[config.mk]
export PLATFORM = sky130hd
export DESIGN_NAME = wb_stage_lsu
export DESIGN_NICKNAME = d
export VERILOG_FILES = /design/src/rtl/wb_stage_lsu_pkg.sv /design/src/rtl/wb_stage_lsu_load_extend.sv /design/src/rtl/wb_stage_lsu.sv
export SDC_FILE = /design/constraint.sdc
export NUM_CORES = 1
export LEC_CHECK = 0
export ABC_AREA = 1
export CORE_MARGIN = 2
export CORE_UTILIZATION = 40
export DETAILED_ROUTE_END_ITERATION = 7
export GPL_TIMING_DRIVEN = 1
export PLACE_DENSITY = 0.68
export SETUP_SLACK_MARGIN = 0.3
export SLEW_MARGIN = 20
export SYNTH_ARGS = -nofsm -noshare
export SYNTH_HDL_FRONTEND = slang
export SYNTH_HIERARCHICAL = 1
export SYNTH_SLANG_ARGS = --single-unit
[constraint.sdc]
create_clock -name clk -period 9.05 [get_ports clk]
set_input_delay 1.81 -clock clk [delete_from_list [all_inputs] [get_ports clk]]
set_output_delay 1.81 -clock clk [all_outputs]
set_load 0.005 [all_outputs]
[src/rtl/wb_stage_lsu_pkg.sv]
// Instruction-definition constants and stage state type shared by the
// writeback stage and its load-extraction helper.
package wb_stage_lsu_pkg;

  localparam logic [6:0] OPC_OP     = 7'b0110011;
  localparam logic [6:0] OPC_OPIMM  = 7'b0010011;
  localparam logic [6:0] OPC_JALR   = 7'b1100111;
  localparam logic [6:0] OPC_LOAD   = 7'b0000011;
  localparam logic [6:0] OPC_LUI    = 7'b0110111;
  localparam logic [6:0] OPC_AUIPC  = 7'b0010111;
  localparam logic [6:0] OPC_JAL    = 7'b1101111;
  localparam logic [6:0] OPC_STORE  = 7'b0100011;
  localparam logic [6:0] OPC_BRANCH = 7'b1100011;

  localparam logic [2:0] F3_LB  = 3'b000;
  localparam logic [2:0] F3_LH  = 3'b001;
  localparam logic [2:0] F3_LW  = 3'b010;
  localparam logic [2:0] F3_LBU = 3'b100;
  localparam logic [2:0] F3_LHU = 3'b101;

  typedef enum logic {
    S_IDLE     = 1'b0,
    S_WAIT_MEM = 1'b1
  } state_t;

  function automatic logic op_writes_rd(input logic [6:0] op);
    return (op == OPC_OP)  || (op == OPC_OPIMM) || (op == OPC_JALR) ||
           (op == OPC_LOAD) || (op == OPC_LUI) || (op == OPC_AUIPC) ||
           (op == OPC_JAL);
  endfunction

endpackage

[src/rtl/wb_stage_lsu_load_extend.sv]
// Combinational load-data extraction: picks the byte/half lane from the
// aligned word by address low bits and sign/zero-extends by funct3.
module load_extend
  import wb_stage_lsu_pkg::*;
(
  input  logic [2:0]  funct3_i,
  input  logic [1:0]  addr_i,
  input  logic [31:0] word_i,
  output logic [31:0] data_o
);

  logic [31:0] w_shifted;
  logic [7:0]  w_byte;
  logic [15:0] w_half;

  always_comb begin
    w_shifted = word_i >> {addr_i, 3'b000};
    w_byte    = w_shifted[7:0];
    // Half lane ignores addr[0]; misaligned halves are an upstream concern.
    w_half    = addr_i[1] ? word_i[31:16] : word_i[15:0];
    case (funct3_i)
      F3_LB:   data_o = {{24{w_byte[7]}}, w_byte};
      F3_LBU:  data_o = {24'h000000, w_byte};
      F3_LH:   data_o = {{16{w_half[15]}}, w_half};
      F3_LHU:  data_o = {16'h0000, w_half};
      F3_LW:   data_o = word_i;
      default: data_o = word_i;
    endcase
  end

endmodule

[src/rtl/wb_stage_lsu.sv]
// Writeback stage with load completion: registers the RF write port, waits on
// memory for loads with a bounded timeout, and counts retired instructions.
module wb_stage_lsu
  import wb_stage_lsu_pkg::*;
#(
  parameter int unsigned CNT_W   = 64,
  parameter int unsigned TO_W    = 8,
  parameter int unsigned TIMEOUT = 255
) (
  input  logic             clk,
  input  logic             rst,
  input  logic             valid_i,
  output logic             ready_o,
  input  logic [31:0]      pc_i,
  input  logic [31:0]      inst_i,
  input  logic [31:0]      result_i,
  input  logic             mem_rvalid_i,
  input  logic [31:0]      mem_rdata_i,
  output logic             rdvalid_o,
  output logic [4:0]       rdnum_o,
  output logic [31:0]      rddata_o,
  output logic             retire_o,
  output logic [CNT_W-1:0] instret_o,
  output logic             fault_o,
  output logic [31:0]      fault_pc_o
);

  state_t            r_state;
  logic [4:0]        r_ld_rd;
  logic [2:0]        r_ld_f3;
  logic [1:0]        r_ld_addr;
  logic [31:0]       r_ld_pc;
  logic [TO_W-1:0]   r_cnt;
  logic              r_rdvalid;
  logic [4:0]        r_rdnum;
  logic [31:0]       r_rddata;
  logic              r_retire;
  logic [CNT_W-1:0]  r_instret;
  logic              r_fault;
  logic [31:0]       r_fault_pc;

  logic [6:0]        w_op;
  logic [4:0]        w_rd;
  logic [2:0]        w_f3;
  logic              w_accept;
  logic [31:0]       w_ld_data;
  logic              w_unused_inst;

  assign w_op          = inst_i[6:0];
  assign w_rd          = inst_i[11:7];
  assign w_f3          = inst_i[14:12];
  assign w_unused_inst = ^inst_i[31:15];
  assign w_accept      = valid_i && (r_state == S_IDLE);

  load_extend u_load_extend (
    .funct3_i (r_ld_f3),
    .addr_i   (r_ld_addr),
    .word_i   (mem_rdata_i),
    .data_o   (w_ld_data)
  );

  always_ff @(posedge clk or posedge rst) begin
    if (rst) begin
      r_state    <= S_IDLE;
      r_ld_rd    <= '0;
      r_ld_f3    <= '0;
      r_ld_addr  <= '0;
      r_ld_pc    <= '0;
      r_cnt      <= '0;
      r_rdvalid  <= 1'b0;
      r_rdnum    <= '0;
      r_rddata   <= '0;
      r_retire   <= 1'b0;
      r_instret  <= '0;
      r_fault    <= 1'b0;
      r_fault_pc <= '0;
    end else begin
      r_rdvalid <= 1'b0;
      r_retire  <= 1'b0;
      r_fault   <= 1'b0;
      case (r_state)
        S_IDLE: begin
          if (w_accept) begin
            if (w_op == OPC_LOAD) begin
              r_ld_rd   <= w_rd;
              r_ld_f3   <= w_f3;
              r_ld_addr <= result_i[1:0];
              r_ld_pc   <= pc_i;
              r_cnt     <= '0;
              r_state   <= S_WAIT_MEM;
            end else begin
              r_retire  <= 1'b1;
              r_instret <= r_instret + 1'b1;
              if (op_writes_rd(w_op) && (w_rd != 5'd0)) begin
                r_rdvalid <= 1'b1;
                r_rdnum   <= w_rd;
                r_rddata  <= result_i;
              end
            end
          end
        end
        S_WAIT_MEM: begin
          // Data arriving on the final timeout cycle takes priority over the fault.
          if (mem_rvalid_i) begin
            r_retire  <= 1'b1;
            r_instret <= r_instret + 1'b1;
            r_state   <= S_IDLE;
            if (r_ld_rd != 5'd0) begin
              r_rdvalid <= 1'b1;
              r_rdnum   <= r_ld_rd;
              r_rddata  <= w_ld_data;
            end
          end else if (r_cnt == TO_W'(TIMEOUT - 1)) begin
            r_fault    <= 1'b1;
            r_fault_pc <= r_ld_pc;
            r_state    <= S_IDLE;
          end else begin
            r_cnt <= r_cnt + 1'b1;
          end
        end
        default: r_state <= S_IDLE;
      endcase
    end
  end

  assign ready_o    = (r_state == S_IDLE);
  assign rdvalid_o  = r_rdvalid;
  assign rdnum_o    = r_rdnum;
  assign rddata_o   = r_rddata;
  assign retire_o   = r_retire;
  assign instret_o  = r_instret;
  assign fault_o    = r_fault;
  assign fault_pc_o = r_fault_pc;

endmodule

==> results of run 1 <==
==> state kept, by name (all words and copies together) (netlist names) <==
signal,count
r_ld_f3,3
rddata_o,32
retire_o,1
r_ld_pc,32
r_state,1
r_ld_rd,5
r_ld_addr,2
rdvalid_o,1
r_cnt,8
fault_o,1
fault_pc_o,32
rdnum_o,5
instret_o,64
==> synth_stat cells, types with 3 or more instances <==
library cell  instances  share of area, %
buf_4                 3              0.23
nor2_4                4              0.45
dfrtp_1             187                47
nand2_1             579                22
nor3_1                9              0.45
ha_1                  3              0.38
buf_2                27               1.4
nand3b_1             10              0.75
o21ai_0              58               2.9
clkbuf_1             13              0.49
o21ai_1               4              0.20
nor2_1              107               4.0
a21oi_1               4              0.20
xor2_1               18               1.6
nand3_1             112               5.6
or2_2                 3              0.19
nand4_1              28               1.8
nand3_2              21               2.1
xnor2_1              20               1.8
nor2_2                5              0.31
buf_6                 4              0.45
inv_1               126               4.7
==> power by group through the flow <==
stage | clock network [mW] | logic [mW] | registers [mW]
finish | 0.770 | 0.410 | 0.992
global route | 0.832 | 0.455 | 1.00
CTS | 0.791 | 0.416 | 0.993
detailed placement | 0 | 0.414 | 1.01
global placement | 0 | 0.408 | 1.01
floorplan | 0 | 0.177 | 0.995
==> routing by layer <==
metal	share of wire [%]	GRT usage (%)	wire length, um	up-vias
li1	-	-	-	4711
met1	43	26.5	11900	4345
met2	50	38.0	13800	234
met3	5.7	5.01	1580	33
met4	1.9	6.28	532	0
met5	0	0	0	-
==> worst max path at each step <==
stage,end,slack (ps)
after floorplan,fault_o$_DFF_PP0_,2150
after global placement,rddata_o[16]$_DFFE_PP0P_,4600
after detailed placement,rddata_o[14]$_DFFE_PP0P_,4590
after CTS,rddata_o[20]$_DFFE_PP0P_,5060
after global routing,rddata_o[30]$_DFFE_PP0P_,4830
final,rddata_o[30]$_DFFE_PP0P_,5050
==> placed cells by master (no fill, tap or decap), types with 5 or more instances in the layout <==
cell and n:
nand2_1 578, clkdlybuf4s50_1 251, dfrtp_1 187, inv_1 125, nand3_1 112, nor2_1 107, o21ai_0 57, nand4_1 28
nand3_2 21, xnor2_1 20, xor2_1 18, clkbuf_16 17, nand3b_1 10, nor3_1 9, buf_4 8, clkinv_8 7
nor2_2 5
==> critical path, stage by stage <==
cell and delay [ps]:
clkdlybuf4s50_1 450, nor3_2 310, nand2_1 190, nand4_1 120, buf_4 380, nand2_1 500, buf_4 390, nand2_1 90
nand2_1 50
==> per-stage QoR <==
step,hold WS [ps],instances,area (um2)
5_1_grt,497,1929,13300
4_1_cts,477,1929,13300
3_5_place_dp,457,1897,12700
2_1_floorplan,449,1362,9980
6_report,475,1929,13300
3_3_place_gp,453,1897,12700
==> layout make-up <==
class                      instances  area [um2]
inverter                         129         489
fill                            2324       11100
sequential                       187        4680
timing repair buffer             259        2570
clock inverter                    14         188
tap                              324         405
multi-input combinational        998        4570
clock buffer                      18         439
==> cell families (layout without fill, tap and decap cells) <==
family / Yosys count / count (layout) / synth area share (%)
buffers and inverters: 177 / 420 / 7.42
adder cells (fa/ha/maj): 3 / 3 / 0.376
XOR/XNOR: 38 / 38 / 3.33
AO/OA/AOI/OAI: 69 / 69 / 3.62
flip-flops: 187 / 187 / 46.9
multiplexers: 1 / 1 / 0.113
AND/OR/NAND/NOR: 887 / 887 / 38.2
==> qor.yml, run 1 <==
status:
  status: "completed"
routing:
  drc_errors: 0
  drt_first_iter_violations: 481
  vias: 9323
  ant_nets: 0
  viasPerCell: 4.83
  firstDrtPassIters: 7
  drt-total-wl_mm: 27.9
  avgRoutedWirePerCell_um: 14.4
clock_tree:
  cts_setup_buffers: 0
  root_buffer: "clkbuf_16"
  clkSlewWorstSetupHoldPaths_ps: 80
  cts_tree: "done"
  cts-resized-gates: 0
  h-tree-depth: 4
  clock_latency_ps: 440
  cts_buffers: 17
  cts_buffer_depth: 2
  hold_buffers: 0
  cts.sink_count: 187
sta:
  drv_slew: 0
  setup_ws_ps: 5050
  rsz0062_at_grt: "no"
  worst_pin_slew_ps: 1080
  final-setup-viol-count: 0
  fin_crit_sh_pct: 44.2
  clock_skew_ps: 21.3
  final_hold_viol_count: 0
  period_minus_slack_ps: 4000
  maxSlewHeadroom_pct: 27.7
  fin_tns_setup_ps: 0
  fmaxAchievable_mhz: 250
synthesis:
  yosysSeqAreaShare_pct: 46.9
  synth_cells: 1362
  synth_edf_count: 0
  ys_ff_latch: 187
  ys_async_sr_fraction_pct: 100
  synthFlopType: "dfrtp_1"
  synth_nets: 1497
  yosys_warnings: 6
  syn_area_um2: 9980
  avgSynthCellArea_um2: 7.33
  yosysUniqueCellTypes: 34
floorplan:
  io_pins: 269
  rows: 57
  die-width_um: 162
  core_area_um2: 24400
  die_y_um: 162
  initial_core_util_pct: 40.9
  die_area_um2: 26200
power:
  power.share.sequential_pct: 45.7
  p_clk_share_pct: 35.5
  intPower_mw: 1.53
  p_sw_share_pct: 29.4
  combPwrFrac_pct: 18.9
  leakage_nw: 6.43
  netSwitchingPower_uw: 639
  ir_drop_uv: 99.1
  power_mw: 2.17
  power_density_nw_per_um2: 163
setup_path:
  reg2reg_slack_ps: 6380
  crit_arrival_ps: 4320
  r2r_start: "r_state$_DFF_PP0_"
  rr_endpoint: "r_ld_pc[9]$_DFFE_PP0P_"
  crit_fanout: 38
  startpoint_type: "input pin"
  cp-end-kind: "register"
  rr_worst_depth: 6
  crit_required_ps: 9370
  crit_start: "inst_i[5]"
  crit_type: "in2reg"
layout:
  nets: 1727
  num_antenna_cells: 0
  areaGrowthSynthToFinish_pct: 33.7
  drive_gt1_share_pct: 5.42
  fin_util_pct: 54.7
flow_run:
  maxCapViolCount: 0
grt:
  grt_max_degree: 70
  globalRouteTotalUtil_pct: 21.6
  grt_pass1_vias: 8977
  antenna_found_initial: 0
  grt_pass1_wl_mm: 45.5
  grt.overflow.total: 0
placement:
  gp_congestion: 0.947
  hpwl_mm: 20.4
  dp_slack_ps: 4590
  port_buffers: 251
worst_hold_path:
  holdPathEnd: "fault_pc_o[31]$_DFFE_PP0P_"
  hold_path_class: "reg2reg"
  whs_path_depth: 2
  min-delay-start: "fault_pc_o[31]$_DFFE_PP0P_"
Note: power is estimated with default switching activity, not from simulation.
==> inputs of run 2 (changes only) <==
--- a/config.mk
+++ b/config.mk
@@ -10,7 +10,7 @@
 export CORE_UTILIZATION = 40
 export DETAILED_ROUTE_END_ITERATION = 7
 export GPL_TIMING_DRIVEN = 1
-export PLACE_DENSITY = 0.68
+export PLACE_DENSITY = 0.71
 export SETUP_SLACK_MARGIN = 0.3
 export SLEW_MARGIN = 20
 export SYNTH_ARGS = -nofsm -noshare
==> constraint.sdc (replaced) <==
create_clock -name clk -period 3.3 [get_ports clk]
set_input_delay 0.66 -clock clk [delete_from_list [all_inputs] [get_ports clk]]
set_output_delay 0.66 -clock clk [all_outputs]
set_load 0.005 [all_outputs]
==> run 2 against run 1 <==
Count of clock-buffer cells in the layout did not move. Final cell count rose by 0.57%. Wire length up 2.4%. Global-route usage grew 0.50 points. Non-clock buffer count up 10. Via count rose by 2.4%. Worst hold slack got worse by 2.6 ps. Clock skew shrank 5.2 ps. Largest power group unchanged.
==> qor.yml, run 2 (same netlist as run 1, synthesis figures left out) <==
status:
  status: "completed"  # unchanged
worst_hold_path:
  hold_path_class: "reg2reg"  # unchanged
  whs_path_depth: 2  # unchanged
  min-delay-start: "fault_pc_o[31]$_DFFE_PP0P_"  # unchanged
  holdPathEnd: "fault_pc_o[31]$_DFFE_PP0P_"  # unchanged
sta:
  rsz0062_at_grt: "no"  # unchanged
  fmaxAchievable_mhz: 385
  period_minus_slack_ps: 2600
  final_hold_viol_count: 0  # unchanged
  timing.hold.ws_ps: 472  # was 475 ps
  drv_slew: 0  # unchanged
  fin_tns_setup_ps: 0  # unchanged
  worst_pin_slew_ps: 795  # was 1080 ps
  fin_crit_sh_pct: 78.8
  maxSlewHeadroom_pct: 46.9  # was 27.7%
  final-setup-viol-count: 0  # unchanged
  clock_skew_ps: 16.1  # was 21.3 ps
routing:
  drt-total-wl_mm: 28.5  # was 27.9 mm
  ant_nets: 0  # unchanged
  firstDrtPassIters: 6  # was 7
  avgRoutedWirePerCell_um: 14.7  # was 14.4 um
  viasPerCell: 4.92  # was 4.83
  drt_first_iter_violations: 475  # was 481
  vias: 9543  # was 9323
  drc_errors: 0  # unchanged
clock_tree:
  clkSlewWorstSetupHoldPaths_ps: 80  # about the same
  h-tree-depth: 4  # unchanged
  cts_setup_buffers: 0  # unchanged
  clock_latency_ps: 440  # about the same
  cts_buffer_depth: 2  # unchanged
  cts_buffers: 17  # unchanged
  root_buffer: "clkbuf_16"  # unchanged
  hold_buffers: 0  # unchanged
  cts-resized-gates: 0  # unchanged
  cts_tree: "done"  # unchanged
  cts.sink_count: 187  # unchanged
layout:
  layout_commonest_cell: "nand2_1"  # unchanged
  layout_common_cells: "nand2_1, clkdlybuf4s50_1, dfrtp_1"  # unchanged
  drive_gt1_share_pct: 5.94  # was 5.42%
  fin_util_pct: 55.1  # was 54.7%
  areaGrowthSynthToFinish_pct: 34.6  # was 33.7%
  nets: 1737  # was 1727
  largest_register_ffs: 64  # unchanged
  fin_cells: 1940  # was 1929
  fillers: 2260  # was 2324
floorplan:
  core_area_um2: 24400  # unchanged
  die_y_um: 162  # unchanged
  io_pins: 269  # unchanged
  initial_core_util_pct: 40.9  # unchanged
  rows: 57  # unchanged
  die-width_um: 162  # unchanged
  die_area_um2: 26200  # unchanged
grt:
  antenna_found_initial: 1  # was 0
  grt_pass1_vias: 9300  # was 8977
  grt.overflow.total: 0  # unchanged
  grt_max_degree: 66  # was 70
  grt_pass1_wl_mm: 46.4  # was 45.5 mm
  globalRouteTotalUtil_pct: 22.1  # was 21.6%
setup_path:
  reg2reg_slack_ps: 1010  # was 6380 ps
  rr_worst_depth: 10  # was 6
  cpPeakStageDelay_ps: 580  # was 500 ps
  crit_required_ps: 2640  # was 9370 ps
  rr_endpoint: "rddata_o[28]$_DFFE_PP0P_"  # was r_ld_pc[9]$_DFFE_PP0P_
  crit_type: "reg2out"  # was in2reg
  crit_fanout: 31  # was 38
  crit_chain: "clkinv_1 > buf_4 > clkdlybuf4s50_1"  # was clkdlybuf4s50_1 > nor3_2 > nand2_1 > nand4_1 > buf_4 > nand2_1 > buf_4 > nand2_1 > nand2_1
  crit_arrival_ps: 1940  # was 4320 ps
  cp-end-kind: "output port"  # was register
  startpoint_type: "register"  # was input pin
  r2r_start: "r_ld_addr[1]$_DFFE_PP0P_"  # was r_state$_DFF_PP0_
  cp_slowest_cell: "clkdlybuf4s50_1"  # was nand2_1
placement:
  hpwl_mm: 21.1  # was 20.4 mm
  gp_congestion: 0.948  # was 0.947
  placedCellCount: 1907  # was 1897
  port_buffers: 251  # unchanged
power:
  leakage_nw: 6.48  # was 6.43 nW
  power_mw: 5.99  # was 2.17 mW
  ir_drop_uv: 278  # was 99.1 uV
  power_density_nw_per_um2: 445  # was 163 nW/um2
flow_run:
  maxCapViolCount: 0  # unchanged
-- run 2: cell count changes in the layout (fill, tap and decap cells not counted), sizes merged --
| cell | delta |
|---|---|
| buf | +10 |
| clkinv | -2 |
| clkinvlp | +2 |
| diode | +1 |
-- run 2: worst max path at each step --
stage                            startpoint  depth (start not counted)  slack [ps]                         to
after floorplan                         rst                          1         230          fault_o$_DFF_PP0_
after global placement            inst_i[5]                         10         620  instret_o[37]$_DFFE_PP0P_
after detailed placement          inst_i[3]                         12         570  instret_o[37]$_DFFE_PP0P_
after CTS                 r_state$_DFF_PP0_                          3         670                    ready_o
after global routing      r_state$_DFF_PP0_                          3         630                    ready_o
final                     r_state$_DFF_PP0_                          3         700                    ready_o
-- run 2: layer usage --
layer / share of wire (%) / vias to the layer above / track usage, %
li1: - / 4728 / -
met1: 42 / 4453 / 27.5
met2: 49 / 300 / 37.2
met3: 5.6 / 62 / 4.37
met4: 3.7 / 0 / 10.1
met5: 0 / - / 0
-- run 2: cell type report --
class	instances	area [um2]	share of cell area, %
repair buffers	269	2670	19.9
flip-flops and latches	187	4680	34.8
well taps	324	405	3.02
clock inverters	14	186	1.39
clock buffers	18	439	3.27
inverters	129	488	3.63
diodes	1	2.50	0.0186
multi-input cells	998	4560	34.0
-- run 2: where the power goes --
group	switching (mW)	total, mW	internal (mW)
Combinational	0.527	1.16	0.630
Clock	1.06	2.12	1.06
Sequential	0.184	2.71	2.52
-- run 2: critical path: cells and delay by family (launching register included) --
family                 cells  cell delay (ps)
buffers and inverters      3             1090
flip-flops                 1              390
-- run 2: through the flow --
step                worst slack (ps)  cell area [um2]
detailed placement               566            12800
global placement                 621            12800
floorplan                        234             9980
CTS                              666            13400
finish                           700            13400
global route                     631            13400
